==> src/rtl/sort4_seq_pkg.sv <==
// Shared types and constants for the sequential 4-element sorter.
// The pair schedule lists the five compare-exchange steps in execution order.
package sort4_seq_pkg;

  typedef enum logic [1:0] {
    IDLE = 2'd0,
    CMP  = 2'd1,
    DONE = 2'd2
  } state_t;

  localparam int NSTEPS = 5;

  localparam logic [1:0] PAIR_I [NSTEPS] = '{2'd0, 2'd1, 2'd0, 2'd2, 2'd1};
  localparam logic [1:0] PAIR_J [NSTEPS] = '{2'd2, 2'd3, 2'd1, 2'd3, 2'd2};

endpackage

==> src/rtl/sort4_seq_cmp_xchg.sv <==
// Single compare-exchange cell: orders two unsigned operands.
// Equal operands are passed through unswapped.
module cmp_xchg #(
  parameter int W = 4
) (
  input  logic [W-1:0] x,
  input  logic [W-1:0] y,
  output logic [W-1:0] lo,
  output logic [W-1:0] hi,
  output logic         swapped
);

  assign swapped = x > y;
  assign lo      = swapped ? y : x;
  assign hi      = swapped ? x : y;

endmodule

==> src/rtl/sort4_seq.sv <==
// Sequential 4-input sorter sharing one compare-exchange cell over five steps.
// Define SORT4_SEQ_SWAPCNT_EN to add the swap_cnt output.
module sort4_seq
  import sort4_seq_pkg::*;
#(
  parameter int W = 4
) (
  input  logic         clk,
  input  logic         rst,
  input  logic         in_valid,
  output logic         in_ready,
  input  logic [W-1:0] in_a,
  input  logic [W-1:0] in_b,
  input  logic [W-1:0] in_c,
  input  logic [W-1:0] in_d,
  output logic         out_valid,
  input  logic         out_ready,
  output logic [W-1:0] out_a,
  output logic [W-1:0] out_b,
  output logic [W-1:0] out_c,
  output logic [W-1:0] out_d,
  output logic         busy
`ifdef SORT4_SEQ_SWAPCNT_EN
  ,
  output logic [2:0]   swap_cnt
`endif
);

  state_t       r_state;
  state_t       w_nextState;
  logic [2:0]   r_step;
  logic [W-1:0] r_elem [4];

  logic         w_accept;
  logic         w_stepValid;
  logic         w_lastStep;
  logic [1:0]   w_idxI;
  logic [1:0]   w_idxJ;
  logic [W-1:0] w_x;
  logic [W-1:0] w_y;
  logic [W-1:0] w_lo;
  logic [W-1:0] w_hi;
  logic         w_swapped;

  assign w_accept    = in_valid && (r_state == IDLE);
  assign w_stepValid = r_step < 3'(NSTEPS);
  assign w_lastStep  = r_step == 3'(NSTEPS - 1);
  assign w_idxI      = w_stepValid ? PAIR_I[r_step] : 2'd0;
  assign w_idxJ      = w_stepValid ? PAIR_J[r_step] : 2'd0;
  assign w_x         = r_elem[w_idxI];
  assign w_y         = r_elem[w_idxJ];

  cmp_xchg #(.W(W)) u_cmpXchg (
    .x       (w_x),
    .y       (w_y),
    .lo      (w_lo),
    .hi      (w_hi),
    .swapped (w_swapped)
  );

  always_ff @(posedge clk or posedge rst) begin
    if (rst) r_state <= IDLE;
    else     r_state <= w_nextState;
  end

  // An out-of-range step is treated as corruption and abandons the set.
  always_comb begin
    w_nextState = r_state;
    case (r_state)
      IDLE: if (w_accept) w_nextState = CMP;
      CMP: begin
        if (w_lastStep)        w_nextState = DONE;
        else if (!w_stepValid) w_nextState = IDLE;
      end
      DONE: if (out_ready) w_nextState = IDLE;
      default: w_nextState = IDLE;
    endcase
  end

  always_comb begin
    in_ready  = (r_state == IDLE);
    busy      = (r_state == CMP);
    out_valid = (r_state == DONE);
  end

  always_ff @(posedge clk or posedge rst) begin
    if (rst) begin
      r_step <= 3'd0;
      for (int k = 0; k < 4; k++) r_elem[k] <= '0;
    end else begin
      case (r_state)
        IDLE: begin
          if (w_accept) begin
            r_elem[0] <= in_a;
            r_elem[1] <= in_b;
            r_elem[2] <= in_c;
            r_elem[3] <= in_d;
            r_step    <= 3'd0;
          end
        end
        CMP: begin
          if (w_stepValid) begin
            r_elem[w_idxI] <= w_lo;
            r_elem[w_idxJ] <= w_hi;
          end
          r_step <= (w_stepValid && !w_lastStep) ? r_step + 3'd1 : 3'd0;
        end
        default: ;
      endcase
    end
  end

  assign out_a = r_elem[0];
  assign out_b = r_elem[1];
  assign out_c = r_elem[2];
  assign out_d = r_elem[3];

`ifdef SORT4_SEQ_SWAPCNT_EN
  logic [2:0] r_swapCnt;

  always_ff @(posedge clk or posedge rst) begin
    if (rst)                                             r_swapCnt <= 3'd0;
    else if (w_accept)                                   r_swapCnt <= 3'd0;
    else if (r_state == CMP && w_stepValid && w_swapped) r_swapCnt <= r_swapCnt + 3'd1;
  end

  assign swap_cnt = r_swapCnt;
`endif

endmodule

==> config.mk <==
export PLATFORM = sky130hd
export DESIGN_NAME = sort4_seq
export DESIGN_NICKNAME = d
export VERILOG_FILES = /design/src/rtl/sort4_seq_pkg.sv /design/src/rtl/sort4_seq_cmp_xchg.sv /design/src/rtl/sort4_seq.sv
export SDC_FILE = /design/constraint.sdc
export NUM_CORES = 1
export LEC_CHECK = 0
export ABC_AREA = 1
export BUFFER_PORTS_ARGS = -buffer_cell sky130_fd_sc_hd__buf_2
export CAP_MARGIN = 10
export CORE_AREA = 2 2 63 65
export CTS_CLUSTER_SIZE = 25
export DETAILED_ROUTE_END_ITERATION = 8
export DIE_AREA = 0 0 65 67
export PLACE_DENSITY = 0.81
export SYNTH_ARGS = -nofsm -noshare
export SYNTH_HDL_FRONTEND = slang
export SYNTH_SLANG_ARGS = --single-unit
export TNS_END_PERCENT = 30
==> constraint.sdc <==
create_clock -name clk -period 8.85 [get_ports clk]
set_input_delay 0.4425 -clock clk [delete_from_list [all_inputs] [get_ports clk]]
set_output_delay 0.4425 -clock clk [all_outputs]
set_load 0.02 [all_outputs]
Yosys cells after proc, flatten, opt, wreduce, memory -nomap -nowiden
Memories as Yosys holds them, arrays and structs flattened.
Cells that the tools add are included.
W data, S select, Z words.

storage, ports and cells
  register bits after elaboration = 21
  ROM bits = 32
  input bits = 20
  output and inout port bits = 19
  word-level logic and storage cells = 67
  memories = 2

memories
  name              words  width  read ports  clocked after memory_dff  wr ports  line             text
  (name not given)  8      2      1           0                         0         sort4_seq.sv:49  assign w_idxJ = w_stepValid ? PAIR_J[r_step] : 2'd0;
  (name not given)  8      2      1           0                         0         sort4_seq.sv:48  assign w_idxI = w_stepValid ? PAIR_I[r_step] : 2'd0;

cells by class
  $add $sub $neg = 1
  $lt $le $gt $ge = 7
  equality and inequality tests = 7
  mux-type cells = 31
  bitwise operators = 3
  reductions and logical operators = 10

operators with widths
  kind                   number
  $bwmux W16             2
  $mux W16               2
  $mux W4                8
  $pmux W16 S2           1
  $mux W2                10
  $bmux W4 S2            2
  $demux W4 S2           2
  $ge A3 B3 Y1 const B   2
  $lt A3 B1 Y1 const B   2
  $mux W3                2
  $ne A2 B1 Y1 const B   3
  $not A2 Y3             2
  $pmux W2 S3            1
  $pmux W3 S2            1
  $reduce_and A3 Y1      2
  $ge A4 B4 Y1 const B   1
  $gt A4 B4 Y1           1
  $logic_and A1 B1 Y1    4
  $not A3 Y4             1
  $add A3 B1 Y3 const B  1
  $eq A3 B3 Y1 const B   1
  $lt A3 B3 Y1 const B   1
  $ne A3 B2 Y1 const B   1
  $eq A2 B1 Y1 const B   1
  other kinds (5)        5

Longest topological paths before layout
  depth after elaboration = 15
  mapped depth = 20
  mapped depth without buffers = 20

By module
A second synthesis with hierarchy kept.

second synthesis, totals
  cells, all modules = 329
  area, all modules = 2137.0 sq um

modules (own cells, without submodules)
  module     times used  cells each  area each (sq um)  seq. area each (sq um)
  sort4_seq  1           285         1909.3             525.5
  cmp_xchg   1           44          227.7              0.0

Worst setup path after synthesis
Ideal clock, no wire load.

  kind = flip-flop to flip-flop
  from = reg r_step[0]
  to = reg r_elem, in the netlist out_c[1]
  setup time = 117 ps
  data arrival time = 2663 ps
  required time = 8733 ps
  path slack = 6071 ps
  cell stages (with the launch flop) = 21
  path buffers = 0
  period minus slack after synthesis = 2779 ps
  path through = dfrtp_1 ha_1 ha_1 inv_1 nand2_1 nand2_2 inv_1 nor2_1 nor3_1 inv_1 ha_1 nand3_1 nand2_1 inv_2 nand2_4 nand2_4 nand2_2 nand3_1 nand3_1 nand2_1 nand2_1

on the way
  cells in the longest elaborated chain, start to end = 15
  elaborated cells between the ends (all ways) = 37
  classes of those cells = order compare: 6; eq/ne: 1; mux: 22; bitwise: 3; reduce/logical: 3; memory: 2

ends and longest elaborated chain
  item                                     line                              text
  start, declared                          sort4_seq.sv:31                   logic [2:0] r_step;
  start signal, assigned                   sort4_seq.sv:106                  r_step <= (w_stepValid && !w_lastStep) ? r_step + 3'd1 : 3'd0;
  $not A3 Y4 (not written as such)         sort4_seq.sv:48, sort4_seq.sv:49
  $mem_v2 Z8 W2 (on tied branches)         --
  $mux W2 (on tied branches) (3 in a row)  sort4_seq.sv:48, sort4_seq.sv:49
  $not A2 Y3 (on tied branches)            --
  $bmux W4 S2 (on tied branches)           sort4_seq.sv:50, sort4_seq.sv:51
  $mux W4 (on tied branches) (2 in a row)  sort4_seq.sv:50, sort4_seq.sv:51
  $gt A4 B4 Y1                             sort4_seq_cmp_xchg.sv:13          assign swapped = x > y;
  $mux W4                                  sort4_seq_cmp_xchg.sv:14          assign lo = swapped ? y : x;
  $bwmux W16                               sort4_seq.sv:103                  r_elem[w_idxI] <= w_lo;
  $bwmux W16                               sort4_seq.sv:104                  r_elem[w_idxJ] <= w_hi;
  $mux W16                                 sort4_seq.sv:102                  if (w_stepValid) begin
  $pmux W16 S2                             sort4_seq.sv:91                   case (r_state)
  end signal, assigned by index            sort4_seq.sv:103
  end signal, assigned by index            sort4_seq.sv:104
  end, declared                            sort4_seq.sv:32                   logic [W-1:0] r_elem [4];

Parallel ways exist; a longest one is shown, timed or not. The select of a mux whose other input is x is not followed.
A chain may end at the register's enable or synchronous reset.

Final worst setup path
  from = reg r_step[0]
  to = reg r_elem, in the netlist out_d[3]

Same word-level chain as after synthesis.

==> impl_results.md <==
* GRT overflow at 0
* Io pins at 39
* WP depth at 20
* Drt wl/cell at 14.44 um
* First-pass GRT wire length at 9.384 mm
* Layout cells sized above 1 at between 20% and 30%
* Req. time, crit path at 9.02 ns
* CTS sink count at 21
* Synth top area share at 27.18%
* CP delay by family, top: simple AND/OR/NAND/NOR gates
* Critical path type: flip-flop to flip-flop
* Num rows at 22
* Drt drc at 0
* Yosys warns at 0
* Yosys cell types at 29
* Iter 0 DRT Violations at 234
* Leading post-synthesis cells by cell area: dfrtp_1 (27%), nand3_1 (16%), nand2_1 (14%)
* Main combinational cell family by area after synthesis: simple AND/OR/NAND/NOR gates
* Later-pin clock latency in the skew report at roughly 0.28 ns
* Final setup viols at 0
* Instance area at placement at 2180 um2
* Final ANT Viol Nets at 0
* DP Wirelength at between 4 and 5 mm
* Fin crit share at 37.17%
* Slew Limit Fails at 0
* Design area at 2228 um2
* Setup Buffers After CTS at 0
* WHS at 0.3263 ns
* Crit-path cells: ha_1 -> ha_1 -> inv_1 -> nand2_1 -> nand2_2 -> inv_1 -> nor2_1 -> nor3_1 -> inv_1 -> ha_1 -> nand3_1 -> nand2_1 -> inv_2 -> nand2_4 -> nand2_4 -> nand2_2 -> nand3_1 -> nand3_1 -> nand2_1 -> nand2_1
* Net Count, Synth at 328
* Fill count at between 300 and 400
* Mapped Area at between 1500 and 2000 um2
* Clk buf depth at 2
* Initial antenna violation count at 0
* Die X at 65 um
* RR Startpoint: r_step[0]
* Max Fanout on Critical Path at 9
* Core Region at 3606 um2
* Synth Area in Compound Gates at 9.191%
* Worst reg2reg endpoint: out_d[3]
* H-Tree Depth at 1
* Post-Synth XOR/XNOR Area at 0%
* Pre-antenna DRT Iters at 5
* PostCTS Resize Cnt at 0
* EDFF count, synth at 0
* Hold Path Class: input port to async pin
* Worst EP arrival at 3.46 ns
* Slowest CP cell: dfrtp_1
* Cells after synthesis at 300
* Worst Tran Pin Value at 1.104 ns
* R2R depth at 20
* Final Hold Viols at 0
* Max Cap Viol at 0
* Die area at 4355 um2
* Worst slew margin at approximately a quarter
* Setup TNS Final at 0 ns
* Initial Utilization at 53.61%
* Mux share of post-synthesis cell area at 0%
* Die Y at about 67 um
* Fmax at 304.0 MHz
* Vias per std cell at around 5.7
* Syn avg cell area at 6.444 um2
* CTS tree: built
* DP Cell Count at 384
* Pin count of the biggest net entering global routing at 36
* Yosys reg bits at 21
* Crit path top cell by count: nand2_1
* Most numerous cell in the Yosys netlist: nand2_1
* Register area share after synthesis at 27.18%
* Startpoint types: flip-flop
* Area leader, netlist: dfrtp_1
* Ys flop type: dfrtp_1
* Synth Area in Adders at 5.178%
* Outcome: finished, final reports clean
* Crit path buffers/inverters at 4
* Clock root buffer: clkbuf_8
* RSZ-0062 raised after global routing: no
* TritonCTS Buffers at 3
* Fin cells at between 300 and 400
* Post-layout min period at approximately 3.3 ns
* Wirelength, routed at 5.604 mm
* Number of antenna cells inserted at 0
* Async set-reset flop share out of synthesis at 100.0%
* CP Capture Type: flip-flop
* # nets final at 369
* Post-CTS Hold Buffers at 0
* GP Congestion at 1.024
* Clock Skew at 0.006295 ns
* R2R setup slack at 5.56 ns
* Area added between synthesis and finish at 15.28%
* Post-synth top cells: nand2_1 (72), nand3_1 (61), nor2_1 (47)
* Routed via count at 2215
* Tot GR Track Use at 27.97%
* Slowest Stage Delay on Critical Path at 0.49 ns
* Buffers added on ports at 38
* Synth Area in Simple Gates at between 50 and 60%
* Vias in the first global route at 1970
* Clock transition at path regs at approximately 0.09 ns
[through the flow]
stage	worst slack (ns)	utilization, %
after floorplan	6.071	-
after global placement	5.703	60.44
after detailed placement	5.667	60.44
after CTS	5.638	61.80
after global routing	5.278	61.80
final	5.561	61.80
[worst register-to-register path, delay by kind of cell, from the launching register on]
kind,cells,cell delay [ns]
adders and majority gates,3,0.82
buffers and inverters,4,0.37
DFF,1,0.49
and+or+nand+nor,13,1.49
[registers in the layout, indices dropped and copies added, names as in the netlist]
| name | cells |
|---|---|
| out_a | 4 |
| out_b | 4 |
| out_c | 4 |
| out_d | 4 |
| r_state | 2 |
| r_step | 3 |
[routing by layer]
| metal | wire length, um | share of wire [%] | GRT usage (%) |
|---|---|---|---|
| met5 | 0 | 0 | 0 |
| met4 | 133 | 2.4 | 8.511 |
| met3 | 532 | 9.5 | 5.574 |
| met2 | 2583 | 46 | 44.85 |
| met1 | 2356 | 42 | 37.89 |
[cell type report]
cell class / count / area [um2] / area share, %
clock inverter: 1 / 7.507 / 0.3369
sequential: 21 / 525.5 / 23.58
clock buffer: 3 / 41.29 / 1.853
timing repair buffer: 39 / 197.7 / 8.871
tap: 48 / 60.06 / 2.695
inverter: 36 / 135.1 / 6.064
multi-input combinational: 240 / 1261 / 56.60
[cell usage in the layout (no fill, tap or decap)]
cell type and count:
a21oi_1 2, a22oi_1 1, a31oi_1 1, buf_2 38
buf_4 1, clkbuf_8 3, clkinvlp_4 1, dfrtp_1 21
ha_1 8, inv_1 30, inv_2 6, nand2_1 72
nand2_2 14, nand2_4 2, nand3_1 61, nand3_2 1
nand4_1 2, nand4_2 2, nand4_4 1, nor2_1 47
nor2_2 4, nor2_4 2, nor3_1 1, o21ai_0 3
o21ai_1 2, o21ai_2 1, o21bai_1 1, o21bai_4 1
o221ai_1 2, o221ai_2 2, o22ai_1 5, o31ai_1 2
[how the worst max path moves through the flow]
stage / from / endpoint
after global placement: r_step[0] / out_b[1]
after detailed placement: r_step[0] / out_d[3]
final: r_step[0] / out_d[3]
after floorplan: r_step[0] / out_c[1]
after CTS: r_step[0] / out_d[3]
after global routing: r_step[0] / out_c[1]
[logic make-up after synthesis]
kind of cell / after synthesis
buffers and inverters: 39
DFF: 21
AOI/OAI and AO/OA: 23
and+or+nand+nor: 209
adders and majority gates: 8
Power is not shown: default switching activity piles up to over one toggle a cycle in this logic, so the estimate is an artifact.
